===== src/rtl/mplier_pkg.sv =====
// Shared constants, Booth digit encoding and the 3:2 compressor for mplier_16x16.
// Build option: MPLIER_16X16_PIPE_EN adds a register between the CSA tree and the final adder.
package mplier_pkg;

   localparam int OP_W   = 16;
   localparam int PROD_W = 32;
   localparam int NUM_PP = 8;

`ifdef MPLIER_16X16_PIPE_EN
   localparam int LATENCY = 3;
`else
   localparam int LATENCY = 2;
`endif

   // One radix-4 Booth digit: magnitude select (x1 or x2) and sign.
   typedef struct packed {
      logic neg;
      logic one;
      logic two;
   } booth_digit_t;

   typedef struct packed {
      logic [PROD_W-1:0] sum;
      logic [PROD_W-1:0] carry;
   } csa_t;

   // Carry is pre-shifted to its own weight; the bit shifted out of bit 31 is
   // intentionally lost because the product is taken modulo 2^32.
   function automatic csa_t csa3(input logic [PROD_W-1:0] x,
                                 input logic [PROD_W-1:0] y,
                                 input logic [PROD_W-1:0] z);
      csa_t r;
      r.sum   = x ^ y ^ z;
      r.carry = ((x & y) | (x & z) | (y & z)) << 1;
      return r;
   endfunction

endpackage


===== src/rtl/mplier_16x16_booth_enc.sv =====
// Radix-4 Booth encoder: one overlapping triplet of the multiplier to a digit in {-2,-1,0,+1,+2}.
// Build option: none (MPLIER_16X16_PIPE_EN only affects the top).
module booth_enc
   import mplier_pkg::*;
(
   input  logic [2:0]   bits,
   output booth_digit_t digit
);

   // NOTE: every output is assigned unconditionally, so no latch can be inferred.
   always_comb begin
      digit.one = bits[1] ^ bits[0];
      digit.two = (bits[2] & ~bits[1] & ~bits[0]) | (~bits[2] & bits[1] & bits[0]);
      // 3'b111 is digit zero; keeping neg low there avoids a spurious +1 injection.
      digit.neg = bits[2] & ~(bits[1] & bits[0]);
   end

endmodule


===== src/rtl/mplier_16x16.sv =====
// Signed 16x16->32 multiplier: Booth radix-4 partial products, CSA tree, final adder.
// Build option: MPLIER_16X16_PIPE_EN registers the CSA sum/carry rows (latency 3 instead of 2).
module mplier_16x16
   import mplier_pkg::*;
(
   input  logic              clk,
   input  logic              rst,
   input  logic              in_valid,
   input  logic [OP_W-1:0]   a,
   input  logic [OP_W-1:0]   b,
   output logic              out_valid,
   output logic [PROD_W-1:0] product
);

   logic [OP_W-1:0]   a_q, a_d, b_q, b_d;
   logic              in_valid_q, in_valid_d;
   logic [PROD_W-1:0] product_q, product_d;
   logic              out_valid_q, out_valid_d;

   always_comb begin
      a_d        = a;
      b_d        = b;
      in_valid_d = in_valid;
   end

   // NOTE: sequential state uses non-blocking assignments so every flop samples pre-edge values.
   always_ff @(posedge clk) begin
      if (rst) begin
         a_q        <= '0;
         b_q        <= '0;
         in_valid_q <= 1'b0;
      end else begin
         a_q        <= a_d;
         b_q        <= b_d;
         in_valid_q <= in_valid_d;
      end
   end

   // Multiplier sign-extended to 17 bits with the implicit b[-1] = 0 below the LSB.
   logic [OP_W+1:0]   b_ext;
   booth_digit_t      digit  [NUM_PP];
   logic [PROD_W-1:0] pp_row [NUM_PP+1];
   logic [PROD_W-1:0] neg_row;

   assign b_ext = {b_q[OP_W-1], b_q, 1'b0};

   for (genvar i = 0; i < NUM_PP; i++) begin : g_pp
      logic [OP_W:0] mag;
      logic [OP_W:0] sel;

      booth_enc u_enc (
         .bits  (b_ext[2*i+2 : 2*i]),
         .digit (digit[i])
      );

      always_comb begin
         mag = '0;
         if (digit[i].one)
            mag = {a_q[OP_W-1], a_q};
         else if (digit[i].two)
            mag = {a_q, 1'b0};
         sel = mag ^ {(OP_W+1){digit[i].neg}};
      end

      assign pp_row[i] = {{(PROD_W-OP_W-1){sel[OP_W]}}, sel} << (2*i);
   end

   // The +1 completing each one's-complement negation, at the LSB weight of its row.
   always_comb begin
      neg_row = '0;
      for (int i = 0; i < NUM_PP; i++)
         neg_row[2*i] = digit[i].neg;
   end

   assign pp_row[NUM_PP] = neg_row;

   // 9 rows -> 6 -> 4 -> 3 -> 2.
   csa_t l1 [3];
   csa_t l2 [2];
   csa_t l3, l4;

   for (genvar i = 0; i < 3; i++) begin : g_l1
      assign l1[i] = csa3(pp_row[3*i], pp_row[3*i+1], pp_row[3*i+2]);
   end

   assign l2[0] = csa3(l1[0].sum,   l1[0].carry, l1[1].sum);
   assign l2[1] = csa3(l1[1].carry, l1[2].sum,   l1[2].carry);
   assign l3    = csa3(l2[0].sum,   l2[0].carry, l2[1].sum);
   assign l4    = csa3(l3.sum,      l3.carry,    l2[1].carry);

   logic [PROD_W-1:0] add_sum, add_carry;
   logic              add_valid;

`ifdef MPLIER_16X16_PIPE_EN
   logic [PROD_W-1:0] sum_q, sum_d, carry_q, carry_d;
   logic              mid_valid_q, mid_valid_d;

   always_comb begin
      sum_d       = l4.sum;
      carry_d     = l4.carry;
      mid_valid_d = in_valid_q;
   end

   always_ff @(posedge clk) begin
      if (rst) begin
         sum_q       <= '0;
         carry_q     <= '0;
         mid_valid_q <= 1'b0;
      end else begin
         sum_q       <= sum_d;
         carry_q     <= carry_d;
         mid_valid_q <= mid_valid_d;
      end
   end

   assign add_sum   = sum_q;
   assign add_carry = carry_q;
   assign add_valid = mid_valid_q;
`else
   assign add_sum   = l4.sum;
   assign add_carry = l4.carry;
   assign add_valid = in_valid_q;
`endif

   // Bubbles leave the last product on the output rather than clearing it.
   always_comb begin
      out_valid_d = add_valid;
      product_d   = product_q;
      if (add_valid)
         product_d = add_sum + add_carry;
   end

   always_ff @(posedge clk) begin
      if (rst) begin
         product_q   <= '0;
         out_valid_q <= 1'b0;
      end else begin
         product_q   <= product_d;
         out_valid_q <= out_valid_d;
      end
   end

   assign product   = product_q;
   assign out_valid = out_valid_q;

endmodule


===== config.mk =====
export PLATFORM = sky130hd
export DESIGN_NAME = mplier_16x16
export DESIGN_NICKNAME = d
export VERILOG_FILES = /design/src/rtl/mplier_pkg.sv /design/src/rtl/mplier_16x16_booth_enc.sv /design/src/rtl/mplier_16x16.sv
export SDC_FILE = /design/constraint.sdc
export NUM_CORES = 1
export LEC_CHECK = 0
export ABC_AREA = 1
export CORE_ASPECT_RATIO = 1.4
export CORE_UTILIZATION = 45
export DETAILED_ROUTE_END_ITERATION = 6
export HOLD_SLACK_MARGIN = 0.03
export PLACE_DENSITY_LB_ADDON = 0.2
export SETUP_SLACK_MARGIN = 0.2
export SYNTH_ARGS = -nofsm -noshare
export SYNTH_HDL_FRONTEND = slang
export SYNTH_SLANG_ARGS = --single-unit

===== constraint.sdc =====
create_clock -name clk -period 11.3 [get_ports clk]
set_input_delay 3.39 -clock clk [delete_from_list [all_inputs] [get_ports clk]]
set_output_delay 3.39 -clock clk [all_outputs]
set_load 0.1 [all_outputs]

==> results of run 1 <==
-- through the flow --
stage	setup WS (ps)	instances	cell area, µm²	utilization (%)	hold WS (ps)
2_1_floorplan	6640	1607	11000	-	464
3_3_place_gp	5030	1915	11800	49.1	471
3_5_place_dp	4970	1915	11800	49.1	473
4_1_cts	4940	1931	12100	50.6	483
5_1_grt	4490	1931	12100	50.6	512
6_report	4920	1931	12100	50.6	481
-- registers in the layout (all words and copies together) (netlist names) --
name / count
product: 32
b_q: 16
add_valid: 1
out_valid: 1
a_q: 16
-- layout make-up --
| type | instances | area [µm²] | area share [%] |
|---|---|---|---|
| Multi-Input combinational cell | 1094 | 7970 | 65.7 |
| Inverter | 376 | 1410 | 11.6 |
| Sequential cell | 66 | 1320 | 10.9 |
| Timing Repair Buffer | 69 | 681 | 5.62 |
| Tap cell | 310 | 388 | 3.20 |
| Clock buffer | 10 | 239 | 1.97 |
| Clock inverter | 6 | 113 | 0.929 |
-- per-layer routing --
layer | wire length [µm] | track usage, %
met3 | 1070 | 2.44
met5 | 0 | 0
met4 | 1070 | 11.8
met2 | 14600 | 44.2
met1 | 12600 | 29.3
-- cells in the final DEF (no fill, tap or decap), types with 4 or more instances in the layout --
| master | n |
|---|---|
| a21oi_1 | 17 |
| a31oi_1 | 11 |
| clkbuf_16 | 9 |
| clkdlybuf4s50_1 | 66 |
| dfxtp_1 | 66 |
| fa_1 | 116 |
| ha_1 | 75 |
| inv_1 | 366 |
| inv_2 | 9 |
| nand2_1 | 284 |
| nand2_2 | 10 |
| nand3_1 | 47 |
| nand4_1 | 4 |
| nor2_1 | 119 |
| nor2_2 | 10 |
| nor2_4 | 4 |
| nor3_2 | 4 |
| o211ai_1 | 5 |
| o21ai_0 | 189 |
| o21ai_1 | 44 |
| o21ai_2 | 5 |
| xnor2_1 | 10 |
| xor2_1 | 126 |
-- critical path, cell delays in order, from the launching register on --
cell and delay, ps:
dfxtp_1 350, ha_1 960, inv_1 130, o211ai_2 390, nand2_1 140, xor2_1 560, fa_1 530, inv_1 90
fa_1 440, inv_1 220, fa_1 460, fa_1 440, ha_1 440, nand2_1 140, nor2_1 190, nand2_1 140
nor3_1 170, nand2_1 150, nand4_1 100, nand3_1 100, nand2_1 90, inv_1 40
-- worst paths after layout --
kind	start	endpoint	cells after the start
worst min-delay path	product[15]	product[15]	2
worst max-delay path	b_q[5]	product[29]	21
worst min register to register	product[15]	product[15]	2
worst max register to register	b_q[5]	product[29]	21
-- kinds of logic after synthesis --
group / synth area share (%)
adder cells (fa/ha/maj): 29.6
flip-flops: 12.0
AND/OR/NAND/NOR: 18.7
AO/OA/AOI/OAI: 13.3
XOR/XNOR: 10.8
buffers and inverters: 15.6
==> results_dict.tcl, run 1 <==
set metrics [dict create \
    synth_commonest_cells "inv_1 (366), nand2_1 (284), o21ai_0 (189)" \
    hold_class "reg -> reg" \
    final.period_utilization_pct 56.5 \
    drt_iter0_markers 616 \
    antenna_left 0 \
    rows 67 \
    tightest_slew_ps 1020 \
    worstPathArrival_ps 6650 \
    antennaDiodeCount 0 \
    synth_cell_types 39 \
    cts-buffers-inserted 9 \
    drv_cap 0 \
    clk_latency_ps 370 \
    track_usage_pct 24.7 \
    wl_per_cell_um 15.2 \
    cts_setup_buffers 0 \
    cts_tree "built" \
    setup_viol_count_final 0 \
    nNetsFinal 1842 \
    synth_top_area_cell "fa_1" \
    die_y_um 187 \
    drive_gt1_share_pct 4.07 \
    path_clk_slew_ps 70 \
    dp_hpwl_um 24000 \
    grt_max_degree 56 \
    critPathKind "reg -> reg" \
    status "completed" \
    synth-seq-cells 66 \
    fmax_mhz 157 \
    ctsHtreeMaxLevel 3 \
    gp_congestion 0.960 \
    synth_nets 1833 \
    async_flop_share_pct 0 \
    yosys_warnings 0 \
    synthDominantCellAreaShare_pct 21.1 \
    clock_skew_ps 10.2 \
    ys.flop_type "dfxtp_1" \
    design.die.area_um2 25100 \
    cts_root_buf "clkbuf_16" \
    viasPerCell 4.96 \
    critPathLaunchType "flip-flop" \
    routed_wl_um 29300 \
    cts_sinks 66 \
    synth_most_common_cell "inv_1" \
    reg2reg_slack_ps 4920 \
    drt_first_pass_iters 5 \
    grt_antenna_before_repair 0 \
    rsz0062_at_grt "no" \
    start_util_pct 45.9 \
    drcViolationCount 0 \
    slew_violations 0 \
    pin_count 68 \
    fin_setup_tns_ps 0 \
    required_ps 11560 \
    avgSynthCellArea_um2 6.85 \
    grt_pass1_vias 9577 \
    postSynthCellCount 1607 \
    hold_viol_final 0 \
    area_growth_pct 10.1 \
    cp_max_fo 32 \
    ys_top_cells_by_area "fa_1 (21%), inv_1 (12%), dfxtp_1 (12%)" \
    synth_edf_count 0 \
    max_slew_margin_pct 31.9 \
    fillers 2531 \
    yosysSeqAreaShare_pct 12.0 \
    core-area_um2 24000 \
    grt_overflow_total 0 \
    clockBufferDepth 2 \
    end_kind "flip-flop" \
    cts_hold_buf 0 \
    vias 9578 \
    grt_pass1_wl_um 48300 \
    cts_resized 0 \
    netlist_area_um2 11000 \
    die_x_um 134 \
    min_period_ps 6380 \
    portBuffers 67 \
]
Power of run 1 is left out: the tool's default activity adds up to more than one toggle a clock period on the data nets, which glitch-free logic cannot reach.
==> run 2: changes to the inputs <==
==> constraint.sdc (replaced) <==
create_clock -name clk -period 6.7 [get_ports clk]
set_input_delay 2.01 -clock clk [delete_from_list [all_inputs] [get_ports clk]]
set_output_delay 2.01 -clock clk [all_outputs]
set_load 0.1 [all_outputs]
==> run 2 against run 1 <==
- utilization is 0.063 points higher
- critical endpoint unchanged
- non-clock buffer count is 6 higher
- die area stayed put
- flip-flop and latch count stayed put
- fmax is 9.2% higher
- final cell count is 0.31% higher
- count of clock-buffer cells in the layout is 2 higher
- global-route usage is 0.068 points lower
- critical path type unchanged
- worst setup slack worse by 4100 ps
- critical path depth is 1 higher
==> results_dict.tcl, run 2 (synthesis gave the netlist of run 1 again) <==
set metrics [dict create \
    end_kind "flip-flop" \
    rows 67 \
    antenna_left 0 \
    drcViolationCount 0 \
    critPathLaunchType "flip-flop" \
    max_slew_margin_pct 27.8 \
    die_x_um 134 \
    dp_hpwl_um 24300 \
    cts_resized 0 \
    pin_count 68 \
    die_y_um 187 \
    final_common_cell "inv_1" \
    gp_congestion 0.931 \
    cp_max_fo 31 \
    path_clk_slew_ps 60 \
    tightest_slew_ps 1080 \
    grt_antenna_before_repair 0 \
    r2r_start "b_q[3]" \
    fillers 2529 \
    regArea_um2 1320 \
    routed_wl_um 29600 \
    vias 9682 \
    clock_skew_ps 4.89 \
    drt_first_pass_iters 5 \
    grt_pass1_wl_um 48300 \
    grt_pass1_vias 9307 \
    grt_max_degree 56 \
    track_usage_pct 24.6 \
    cts_root_buf "clkbuf_16" \
    reg2reg_depth 22 \
    clockBufferDepth 2 \
    hold_class "reg -> reg" \
    setup_viol_count_final 0 \
    ctsHtreeMaxLevel 3 \
    largest_reg_flops 32 \
    critPathLaunch "b_q[3]" \
    multi_input_area_um2 7970 \
    grt_busiest_layer "met2" \
    r2r-end "product[29]" \
    antennaDiodeCount 0 \
    cts_tree "built" \
    portBuffers 67 \
    rsz0062_at_grt "no" \
    reg2reg_slack_ps 850 \
    design.die.area_um2 25100 \
    start_util_pct 45.9 \
    hold_depth 2 \
    final.period_utilization_pct 87.3 \
    layout_common_cells "inv_1 (366), nand2_1 (284), o21ai_0 (189)" \
    clk_latency_ps 350 \
    endpoint "product[29]" \
    cts_setup_buffers 0 \
    cts_hold_buf 0 \
    core-area_um2 24000 \
    met1_usage_pct 30.0 \
    cts_sinks 66 \
    status "completed" \
    min_period_ps 5850 \
    slew_violations 0 \
    fin_setup_tns_ps 0 \
    cts-buffers-inserted 9 \
    grt_overflow_total 0 \
    hold_viol_final 0 \
    nNetsFinal 1848 \
    drive_gt1_share_pct 4.30 \
    grt_use_met3_pct 3.63 \
    viasPerCell 5.00 \
    worstPathArrival_ps 6100 \
    area_growth_pct 10.3 \
    required_ps 6950 \
    wl_per_cell_um 15.3 \
    drv_cap 0 \
    drt_iter0_markers 655 \
    grt_use_met2_pct 43.5 \
    critPathKind "reg -> reg" \
    fmax_mhz 171 \
]
## run 2: cell types whose count changed in the layout (fill, tap and decap cells not counted), sizes merged
| cell | previous run | this run |
|---|---|---|
| buf | 3 | 9 |
| inv | 376 | 375 |
| clkinvlp | 0 | 2 |
| clkinv | 3 | 1 |
| bufinv | 3 | 2 |
| clkbuf | 10 | 12 |
## run 2: area by class of cell
| type | instances | share of cell area (%) |
|---|---|---|
| Clock buffer | 12 | 2.03 |
| Inverter | 376 | 11.6 |
| Tap cell | 310 | 3.20 |
| Sequential cell | 66 | 10.9 |
| Timing Repair Buffer | 75 | 5.98 |
| Clock inverter | 4 | 0.619 |
| Multi-Input combinational cell | 1094 | 65.7 |
## run 2: worst min-delay path by stage
stage,startpoint,endpoint
final,product[15],product[15]
after global routing,product[11],product[11]
after detailed placement,product[15],product[15]
after global placement,product[15],product[15]
after CTS,product[15],product[15]
after floorplan,add_valid,out_valid
## run 2: through the flow
stage	instance area, µm²	util, %	std cells	hold WS [ps]	setup slack (ps)
floorplan	11000	-	1607	464	2040
global placement	11800	49.3	1921	467	874
detailed placement	11800	49.3	1921	473	851
CTS	12100	50.6	1937	483	823
global route	12100	50.6	1937	514	510
finish	12100	50.6	1937	485	853
## run 2: critical path, cell delays in order, from the launching register on
cell and delay, ps:
dfxtp_1 400, ha_1 270, inv_1 590, nand2_1 120, nand2_1 110, xor2_1 460, fa_1 570, inv_1 230
fa_1 450, inv_1 80, fa_1 410, inv_1 90, fa_1 430, ha_1 440, nand2_1 140, nor2_1 180
nand2_1 140, nor3_1 170, nand2_1 150, nand4_1 100, nand3_1 90, nand2_1 80, inv_1 30
## run 2: per-layer routing
metal,vias up,wire (µm)
li1,4870,-
met1,4457,12800
met2,288,14600
met3,67,1390
met4,0,828
met5,-,0
Power of run 2 is left out for the same reason.
